--- src/rtl/d_ff_async.sv ---
// Generic D flip-flop bank with asynchronous active-high reset to zero.
`timescale 1ns/1ps
module d_ff_async #(
  parameter int SIZE = 1
) (
  input  logic            clk,
  input  logic            reset,
  input  logic [SIZE-1:0] d,
  output logic [SIZE-1:0] q
);

  // Clear immediately on reset, otherwise load d on the rising clock edge.
  always_ff @(posedge clk or posedge reset) begin
    if (reset) q <= '0;
    else       q <= d;
  end

endmodule

--- src/rtl/r_fwft_output_stage.sv ---
// Read-side output stage of the async FIFO. It turns the registered memory read
// port into a first-word-fall-through valid/ready stream using a 2-entry buffer
// (head/tail). It issues reads only while buffered plus in-flight words stay
// below two, so an arriving word always has a free slot.
`timescale 1ns/1ps
module r_fwft_output_stage #(
  parameter int DATA_SIZE = 8
) (
  input  logic                 r_clk,
  input  logic                 rrst_n,
  input  logic                 fifo_r_empty,
  output logic                 fifo_r_en,
  input  logic [DATA_SIZE-1:0] fifo_r_data,
  output logic                 out_valid,
  input  logic                 out_ready,
  output logic [DATA_SIZE-1:0] out_data,
  output logic [1:0]           out_count
);

  logic                 rst;
  logic [DATA_SIZE-1:0] head_q, head_d;
  logic [DATA_SIZE-1:0] tail_q, tail_d;
  logic [1:0]           count_q, count_d;
  logic                 inflight_q, inflight_d;
  logic                 pop;
  logic [2:0]           credit;

  assign rst = ~rrst_n;

  // Credit check: issue a read only if the word will have room on arrival.
  always_comb begin
    pop        = (count_q != 2'd0) & out_ready;
    credit     = {1'b0, count_q} + {2'b00, inflight_q} - {2'b00, pop};
    fifo_r_en  = rrst_n & ~fifo_r_empty & (credit < 3'd2);
    inflight_d = fifo_r_en;
  end

  // Buffer update: capture the arriving word into head or tail and shift on pop.
  always_comb begin
    head_d  = head_q;
    tail_d  = tail_q;
    count_d = count_q;
    if (inflight_q) begin
      case (count_q)
        2'd0: begin
          head_d  = fifo_r_data;
          count_d = 2'd1;
        end
        2'd1: begin
          if (pop) begin
            head_d = fifo_r_data;
          end else begin
            tail_d  = fifo_r_data;
            count_d = 2'd2;
          end
        end
        default: begin
          // Credit rule keeps this unreachable; if reached, preserve order anyway.
          if (pop) begin
            head_d = tail_q;
            tail_d = fifo_r_data;
          end
        end
      endcase
    end else if (pop) begin
      if (count_q == 2'd2) head_d = tail_q;
      count_d = count_q - 2'd1;
    end
  end

  d_ff_async #(.SIZE(DATA_SIZE)) u_head_ff (
    .clk   (r_clk),
    .reset (rst),
    .d     (head_d),
    .q     (head_q)
  );

  d_ff_async #(.SIZE(DATA_SIZE)) u_tail_ff (
    .clk   (r_clk),
    .reset (rst),
    .d     (tail_d),
    .q     (tail_q)
  );

  d_ff_async #(.SIZE(2)) u_count_ff (
    .clk   (r_clk),
    .reset (rst),
    .d     (count_d),
    .q     (count_q)
  );

  d_ff_async #(.SIZE(1)) u_inflight_ff (
    .clk   (r_clk),
    .reset (rst),
    .d     (inflight_d),
    .q     (inflight_q)
  );

  assign out_valid = (count_q != 2'd0);
  assign out_data  = head_q;
  assign out_count = count_q;

endmodule
--- config.mk ---
export PLATFORM = sky130hd
export DESIGN_NAME = r_fwft_output_stage
export DESIGN_NICKNAME = d
export VERILOG_FILES = /design/src/rtl/d_ff_async.sv /design/src/rtl/r_fwft_output_stage.sv
export SDC_FILE = /design/constraint.sdc
export NUM_CORES = 1
export LEC_CHECK = 0
export CAP_MARGIN = 15
export CELL_PAD_IN_SITES_DETAIL_PLACEMENT = 0
export CELL_PAD_IN_SITES_GLOBAL_PLACEMENT = 1
export CORE_AREA = 2 2 57 59
export CTS_CLUSTER_SIZE = 24
export DETAILED_ROUTE_END_ITERATION = 10
export DIE_AREA = 0 0 59 61
export PLACE_DENSITY_LB_ADDON = 0.15
export SYNTH_ARGS = -nofsm -noshare
export SYNTH_HDL_FRONTEND = slang
export SYNTH_SLANG_ARGS = --single-unit
--- constraint.sdc ---
create_clock -name r_clk -period 2.7 [get_ports r_clk]
set_input_delay 0.54 -clock r_clk [delete_from_list [all_inputs] [get_ports r_clk]]
set_output_delay 0.54 -clock r_clk [all_outputs]
set_load 0.02 [all_outputs]
### Word-level counts from Yosys, hierarchy flattened

Cells that the tools add are included.

* output and inout port bits: 12
* flip-flop bits (word level): 19
* logic and storage cells: 40
* input bits: 12

* order comparisons: 1
* equality and inequality tests: 6
* reduce and logical (&&, ||, !) cells: 9
* add/subtract/negate cells: 3
* bitwise operators: 5
* multiplexer cells: 12

Operator list (count)
* 8-bit two-way mux: 6
* 8-bit case mux with 2 select lines: 2
* 2-bit nonzero test: 5
* 4-bit AND reduction: 2
* 2-bit two-way mux: 3
* 3-bit != test (second input constant): 2
* 2-bit != test (second input constant): 2
* 2-bit case mux with 2 select lines: 1
* 2-bit by 1-bit adder with 3-bit output: 1
* 1-bit bitwise AND: 3
* 3-bit by 2-bit less-than comparator with 1-bit output (second input constant): 1
* 3-bit AND reduction: 1
* 3-bit by 1-bit subtractor with 3-bit output: 1
* 2-bit by 1-bit == test with 1-bit output (second input constant): 1
* 2-bit == test (second input constant): 1
* 2-bit zero test: 1
* 1-bit inverter: 2
* 2-bit by 1-bit subtractor with 2-bit output (second input constant): 1

### Logic depth before layout (Yosys ltp)

Gate-level depths: netlist (run 1).

* word-level depth: 5
* mapped depth: 8
* gate-level depth less buffers: 8

### By module

A second synthesis (run 1) with hierarchy kept.

* cell total of the unflattened synthesis: 145
* area total of the unflattened synthesis: 1371.3 µm²

By module, submodules not included
* r_fwft_output_stage: times used 1, cells an instance 122, area each 880.8 µm²
* d_ff_async at u_head_ff ...: times used 2, cells an instance 9, area each 203.9 µm²
* d_ff_async at u_count_ff: times used 1, cells an instance 3, area each 53.8 µm²
* d_ff_async at u_inflight_ff: times used 1, cells an instance 2, area each 28.8 µm²

### Worst setup path before layout (run 1)

Ideal clock, no wire load.

* kind: register to output
* start point: reg u_count_ff.q[1]
* end point: out fifo_r_en
* stages on the path, launching flop included: 9
* arrival time: 2.571 ns
* slack: -0.411 ns
* required time: 2.160 ns
* path through: dfrtp_1 -> inv_1 -> ha_1 -> nand2b_1 -> ha_1 -> nand2_1 -> fa_1 -> xor2_1 -> nor3_1

* word-level cells in the longest chain between the ends: 5

RTL lines
* start, declared: RTL line d_ff_async.sv:9 `output logic [SIZE-1:0] q`
* start signal, assigned: RTL line d_ff_async.sv:14 `if (reset) q <= '0;`
* start signal, assigned: RTL line d_ff_async.sv:15 `else q <= d;`
* branches (longest 2 deep; another with 2-bit by 1-bit adder with 3-bit output)
* 3-bit by 1-bit subtractor with 3-bit output (*): RTL line r_fwft_output_stage.sv:33 `credit = {1'b0, count_q} + {2'b00, inflight_q} - {2'b00, pop};`
* 3-bit by 2-bit less-than comparator with 1-bit output (*): RTL line r_fwft_output_stage.sv:34 `fifo_r_en = rrst_n & ~fifo_r_empty & (credit < 3'd2);`
* 1-bit bitwise AND (*): RTL line r_fwft_output_stage.sv:34
* end, declared: RTL line r_fwft_output_stage.sv:12 `output logic fifo_r_en,`

Mark *: on every way between the ends.

### Worst setup path after layout (run 1)

Same ends and word-level chain as after synthesis.

==> metrics.txt, run 1 <==
status finished, violations left; failing checks negative setup slack; CTS root buffer clkbuf_4; DR vias 702; Buffers on Ports 23; post-synth top area share 0.477; Hold/Removal Path Class reg -> reg; Final ANT Viol Nets 0; Die ar. 3600 um2; Final min period 2.73 ns; gr usage total 0.132; Clock Power Share 0.082; DP Wirelength 1.50 mm; Max H-tree Level 1; fill count 287; Max-slew headroom 0.646; Die H 61 um; synthesis-to-finish area growth 43.6%; Startpoint Class register; setup ws final -0.0257 ns; most used cell, CP ha_4; switch share 0.366; # DRC 0; Syn Nets 90; Max Root-Sink Buffers 2; nature of the critical path endpoint output port; max-cap viol count 0; FMAX 0.367 GHz; largest net degree at the start of global routing 20; most frequent cells after synthesis mux2_2 (25), dfrtp_1 (19), ha_1 (4), inv_1 (4); crit path DAT 2.19 ns; switching pwr 617 uW; GR Overflow Total 0; DR WL met2 945 um; initial antenna violation count 0; Final Core Density 0.484; final slew viol count 0; Yosys cell types 18; top sig layer met4; Cells after Synth 73; power share of the sequential group 0.299; post-DR vias/cell 4.81; final worst-path cycle share 1.01; drt wl/cell 13.9 um; TritonCTS Sinks 19; CP cell instances inv_2, ha_4, nand2b_4, ha_4, nand2_2, fa_1, nand2_1, nor3_2, buf_4; boundary pin count 24; Initial Util 0.337; skew final 0.00548 ns; Leak Pwr 0.000592 uW; sequential share of the synthesized area 0.477; Power Dens Cells 1180 nW/um2; Hold Fails Final Rpt 0; flops & latches, synth 19; ys flop type dfrtp_1; Row Count 20; EDFF count, synth 0; Critical Path RT 2.16 ns; Max stage delay on crit path 0.47 ns; biggest area consumer among synthesized cells dfrtp_1; met3 wire length 91 um; first-pass GRT wire length 3.42 mm; Power Internal 1070 uW; Combinational Power Share 0.619; Mean Syn Cell Area 13.6 um2; TritonCTS clock tree done; Yosys Warn Count 0; critical path class reg -> out; CORE AREA 2950 um2; critical path's slowest cell fa_1; final wirelength 2.03 mm; nets 131; Worst VDD drop 0.459 mV; first-pass iteration count of the detailed router 2; share of layout cells above drive strength 1 0.496; CP max FO 2; DRT iter0 DRCs 7; Metal-1 WL 975 um; RSZ-0062 raised after global routing true; # diodes 0; Syn Std Cell Area 996 um2; clock-pin slew on the worst setup and hold paths 0.10 ns; synth top area cells dfrtp_1 (48%), mux2_2 (28%), ha_1 (5.0%); Die X 59 um; vias in the first global route 727; CTS buffer count 3; setup TNS -0.0257 ns; Async S/R FF share, synth 1.00; Worst-Margin Slew 0.529 ns; gpl congestion 0.759; final setup fails 1; clk_lat worst skew 0.28 ns; most frequent cell after synthesis mux2_2
-- power groups by stage --
| stage | registers (uW) | clock network, uW | logic [uW] |
|---|---|---|---|
| after floorplan | 609 | 0 | 533 |
| after global placement | 500 | 0 | 1000 |
| final | 504 | 138 | 1040 |
| after CTS | 507 | 149 | 1060 |
| after detailed placement | 508 | 0 | 1020 |
| after global routing | 524 | 163 | 1130 |
-- final timing paths --
| kind | from | cells past startpoint | to | slack (ns) |
|---|---|---|---|---|
| worst max-delay path | u_count_ff.q[1] | 9 | fifo_r_en | -0.03 |
| worst min-delay path | u_tail_ff.q[0] | 1 | u_tail_ff.q[0] | 0.51 |
| worst max register to register | u_count_ff.q[1] | 7 | u_head_ff.q[3] | 0.57 |
| worst min register to register | u_tail_ff.q[0] | 1 | u_tail_ff.q[0] | 0.51 |
| max in group asynchronous | rrst_n | 2 | u_count_ff.q[0] | 1.85 |
| min in group asynchronous | rrst_n | 2 | u_count_ff.q[1] | 0.63 |
-- final cells by class --
type / instances / area (um2) / area share
clock buffers: 4 / 26.3 / 0.0184
multi-input cells: 49 / 538 / 0.376
repair buffers: 37 / 332 / 0.232
well taps: 33 / 41.3 / 0.0289
inverters: 4 / 15.0 / 0.0105
flip-flops and latches: 19 / 478 / 0.334
-- per-stage QoR --
step                      instance area (um2)  hold WS, ns  total power, uW  worst slack (ns)  instances
after detailed placement                 1380        0.491             1530            -0.681        140
after global placement                   1380        0.483             1500            -0.646        140
final                                    1430        0.515             1680           -0.0257        146
after floorplan                          1020        0.244             1140           0.00584         73
after global routing                     1430        0.542             1820            -0.133        146
after CTS                                1430        0.518             1720           -0.0756        146
-- per-layer routing --
| metal | up-vias | global-route usage |
|---|---|---|
| li1 | 334 | - |
| met1 | 349 | 0.172 |
| met2 | 17 | 0.210 |
| met3 | 2 | 0.0362 |
| met4 | 0 | 0.0487 |
| met5 | - | 0 |
-- cells in the final DEF, fill, tap and decap left out, types with 2 or more instances in the layout --
cell type / synthesis / routed
clkbuf_4: 0 / 3
inv_1: 4 / 2
ha_1: 4 / 2
nand2_1: 3 / 2
dfrtp_2: 0 / 2
mux2_2: 25 / 25
buf_4: 1 / 15
ha_4: 0 / 2
dfrtp_1: 19 / 17
o21ai_0: 2 / 2
clkdlybuf4s50_1: 0 / 21
nor2_1: 3 / 3
inv_2: 0 / 2
nand2b_1: 3 / 2
-- repair_timing --
| action | 4_1_cts | 5_1_grt |
|---|---|---|
| hold buffers | 0 | 0 |
| pin swaps | 3 | 1 |
| endpoints found under the setup margin | 1 | 1 |
| hold endpoints to repair | 0 | 0 |
| setup buffers | 2 | 0 |
| gates resized for setup | 10 | 0 |
-- critical path: cells and delay by family (launching register included) --
family                     cells  cell delay [ns]
adders and majority gates      3             0.88
buffers and inverters          2             0.22
DFF                            1             0.38
and+or+nand+nor                4             0.42
-- sequential cells by signal (all words and copies together), names as in the netlist --
register,flops
u_count_ff.q,2
u_head_ff.q,8
u_inflight_ff.q,1
u_tail_ff.q,8
-- cell families (layout without fill, tap and decap cells) --
kind of cell	count (synthesis)	after routing	share of synthesized area
adders and majority gates	5	5	0.0704
muxes	27	27	0.308
buffers and inverters	5	45	0.0226
AOI/OAI and AO/OA	5	5	0.0452
DFF	19	19	0.477
xor gates and xnor gates	1	1	0.00880
and+or+nand+nor	11	11	0.0678
(Power assumes the default switching activity.)
==> run 2: changes to the inputs <==
--- a/config.mk
+++ b/config.mk
@@ -15,2 +15,3 @@
 export PLACE_DENSITY_LB_ADDON = 0.15
+export SKIP_LAST_GASP = 1
 export SYNTH_ARGS = -nofsm -noshare
==> constraint.sdc (replaced) <==
create_clock -name r_clk -period 2.7 [get_ports r_clk]
set_input_delay 0.675 -clock r_clk [delete_from_list [all_inputs] [get_ports r_clk]]
set_output_delay 0.675 -clock r_clk [all_outputs]
set_load 0.02 [all_outputs]
==> run 2 against run 1 <==
Effect of this change:
- the flow still finishes with violations (negative setup slack)
- hold slack worse by 0.0022 ns
- via count up 1.1%
- critical path depth down 1
- power up 0.49%
- clock power about the same
- combinational power about the same
- sequential share of layout area about the same
==> metrics.txt, run 2 (synthesis gave the netlist of run 1 again) <==
status finished, violations left; failing checks negative setup slack; TritonCTS Sinks 19 (unchanged); gpl congestion 0.740 (-2.4%); CORE AREA 2950 um2 (unchanged); Largest regs u_head_ff.q x8, u_tail_ff.q x8, u_count_ff.q x2; largest delay contributor family on the critical path adder cells; Die X 59 um (unchanged); Max Root-Sink Buffers 2 (unchanged); # DRC 0 (unchanged); # diodes 0 (unchanged); Critical Path RT 2.03 ns (-0.13 ns); final setup fails 1 (unchanged); Hold Fails Final Rpt 0 (unchanged); nature of the critical path endpoint output port; Critical R2R Launch u_count_ff.q[0]; final slew viol count 0 (unchanged); Crit path buffers/inverters 2 (unchanged); most common cell after layout, fill and taps aside mux2_2; worst hold start u_tail_ff.q[6]; most frequent cells in the layout mux2_2 (25), clkdlybuf4s50_1 (21), dfrtp_1 (17), buf_4 (14); Hold/Removal Path Class reg -> reg; Max H-tree Level 1 (unchanged); CTS root buffer clkbuf_4; Final min period 2.86 ns (+0.131 ns); WHS Endpoint u_tail_ff.q[6]; Startpoint Class input pin; vias in the first global route 737 (+1.4%); initial antenna violation count 0 (unchanged); CTS buffer count 3 (unchanged); clock-pin slew on the worst setup and hold paths 0.11 ns (about the same); RSZ-0062 raised after global routing true; first-pass GRT wire length 3.42 mm (-0.20%); CTS Hold Bufs 0 (unchanged); critical path class in -> out; setup ws final -0.157 ns (-0.131 ns); max-cap viol count 0 (unchanged); FMAX 0.350 GHz (-4.6%); share of layout cells above drive strength 1 0.504 (+0.00885); Tot Pwr 1690 uW (+0.49%); crit path DAT 2.18 ns (about the same); largest net degree at the start of global routing 20 (unchanged); reg2reg setup slack 0.57 ns (about the same); Post-Layout Inst Area 1430 um2 (about the same); dpl ws -0.901 ns (-0.219 ns); Die ar. 3600 um2 (unchanged); synthesis-to-finish area growth 43.7% (about the same); GR Overflow Total 0 (unchanged); Worst R2R End u_head_ff.q[2]; gr usage total 0.129 (-0.00224); boundary pin count 24 (unchanged); final wirelength 1.92 mm (-5.1%); CP max FO 2 (unchanged); DP Wirelength 1.45 mm (-3.3%); final worst-path cycle share 1.06 (+0.0486); Leak Pwr 0.000597 uW (+0.83%); Worst VDD drop 0.425 mV (-7.3%); Final ANT Viol Nets 0 (unchanged); worst reg2reg path depth 6 (-1); Worst-Margin Slew 0.493 ns (-0.0358 ns); Row Count 20 (unchanged); Die H 61 um (unchanged); placed cell area 1400 um2 (+1.4%); post-DR vias/cell 4.86 (+1.1%); TritonCTS clock tree done; Final Core Density 0.485 (about the same); first-pass iteration count of the detailed router 3 (+1); Buffers on Ports 23 (unchanged); critical path's slowest cell fa_2; DRT iter0 DRCs 14 (+7); Initial Util 0.337 (unchanged); nets 131 (unchanged); skew final 0.00690 ns (+0.00141 ns); Power Dens Cells 1180 nW/um2 (+0.40%); drt wl/cell 13.2 um (-5.1%); DR vias 710 (+1.1%); Max-slew headroom 0.671 (+0.0249); clk_lat worst skew 0.29 ns (about the same); CP cell instances dlygate4sd2_1, nand2b_4, ha_1, nand2_1, fa_2, nand2_2, nor3_4, buf_6; Max stage delay on crit path 0.52 ns (+0.05 ns); Hold Path Depth 1 (unchanged)
## run 2: cell count changes in the layout (fill, tap and decap cells not counted)
| cell | before | now |
|---|---|---|
| clkinv_2 | 0 | 1 |
| clkbuf_1 | 1 | 0 |
| fa_2 | 0 | 1 |
| buf_4 | 15 | 14 |
| fa_1 | 1 | 0 |
| nor3_2 | 1 | 0 |
| nor3_4 | 0 | 1 |
| ha_1 | 2 | 3 |
| buf_6 | 0 | 1 |
| ha_4 | 2 | 1 |
## run 2: stage by stage
| step | std cells | setup TNS [ns] | hold slack (ns) |
|---|---|---|---|
| 2_1_floorplan | 73 | -0.0108 | 0.379 |
| 3_3_place_gp | 141 | -0.885 | 0.483 |
| 3_5_place_dp | 141 | -0.901 | 0.491 |
| 4_1_cts | 146 | -0.185 | 0.518 |
| 5_1_grt | 146 | -0.275 | 0.535 |
| 6_report | 146 | -0.157 | 0.513 |
## run 2: worst reg2reg max path, stage by stage, from the launching register on
cell and delay, ns:
dfrtp_2 0.42, buf_4 0.13, buf_4 0.14, ha_1 0.26, o21ai_2 0.43, mux2_2 0.39, mux2_2 0.26
## run 2: repair_timing
| action | in CTS | in global routing |
|---|---|---|
| gates resized for setup | 7 | 0 |
| gates cloned | 0 | 0 |
| setup endpoints to repair | 1 | 1 |
| buffers inserted | 1 | 0 |
| pin swaps | 0 | 0 |
## run 2: cell type report
class | instances | area (um2)
Multi-Input combinational cell | 49 | 534
Clock buffer | 3 | 22.5
Sequential cell | 19 | 478
Fill cell | 290 | 1520
Clock inverter | 1 | 5.00
Timing Repair Buffer | 37 | 335
Inverter | 4 | 15.0
Tap cell | 33 | 41.3
## run 2: routing by layer
layer | wire length [um] | share of wire | up-vias | track usage
met5 | 0 | 0 | - | 0
met2 | 939 | 0.49 | 18 | 0.221
met1 | 900 | 0.47 | 349 | 0.162
li1 | - | - | 341 | -
met3 | 66 | 0.034 | 2 | 0.0192
met4 | 17 | 0.0088 | 0 | 0.0584
## run 2: how the worst max path moves through the flow
stage / cells past startpoint / startpoint / to / slack, ns
after CTS: 9 / u_count_ff.q[1] / fifo_r_en / -0.19
after global placement: 8 / out_ready / fifo_r_en / -0.89
after detailed placement: 8 / out_ready / fifo_r_en / -0.90
final: 8 / out_ready / fifo_r_en / -0.16
after global routing: 9 / u_count_ff.q[0] / fifo_r_en / -0.27
after floorplan: 8 / u_count_ff.q[1] / fifo_r_en / -0.01
## run 2: power breakdown
group / total [uW] / internal (uW) / switching [uW]
combinational: 1050 / 578 / 473
clock: 138 / 55.0 / 83.1
sequential: 504 / 434 / 70.1
total: 1690 / 1070 / 626
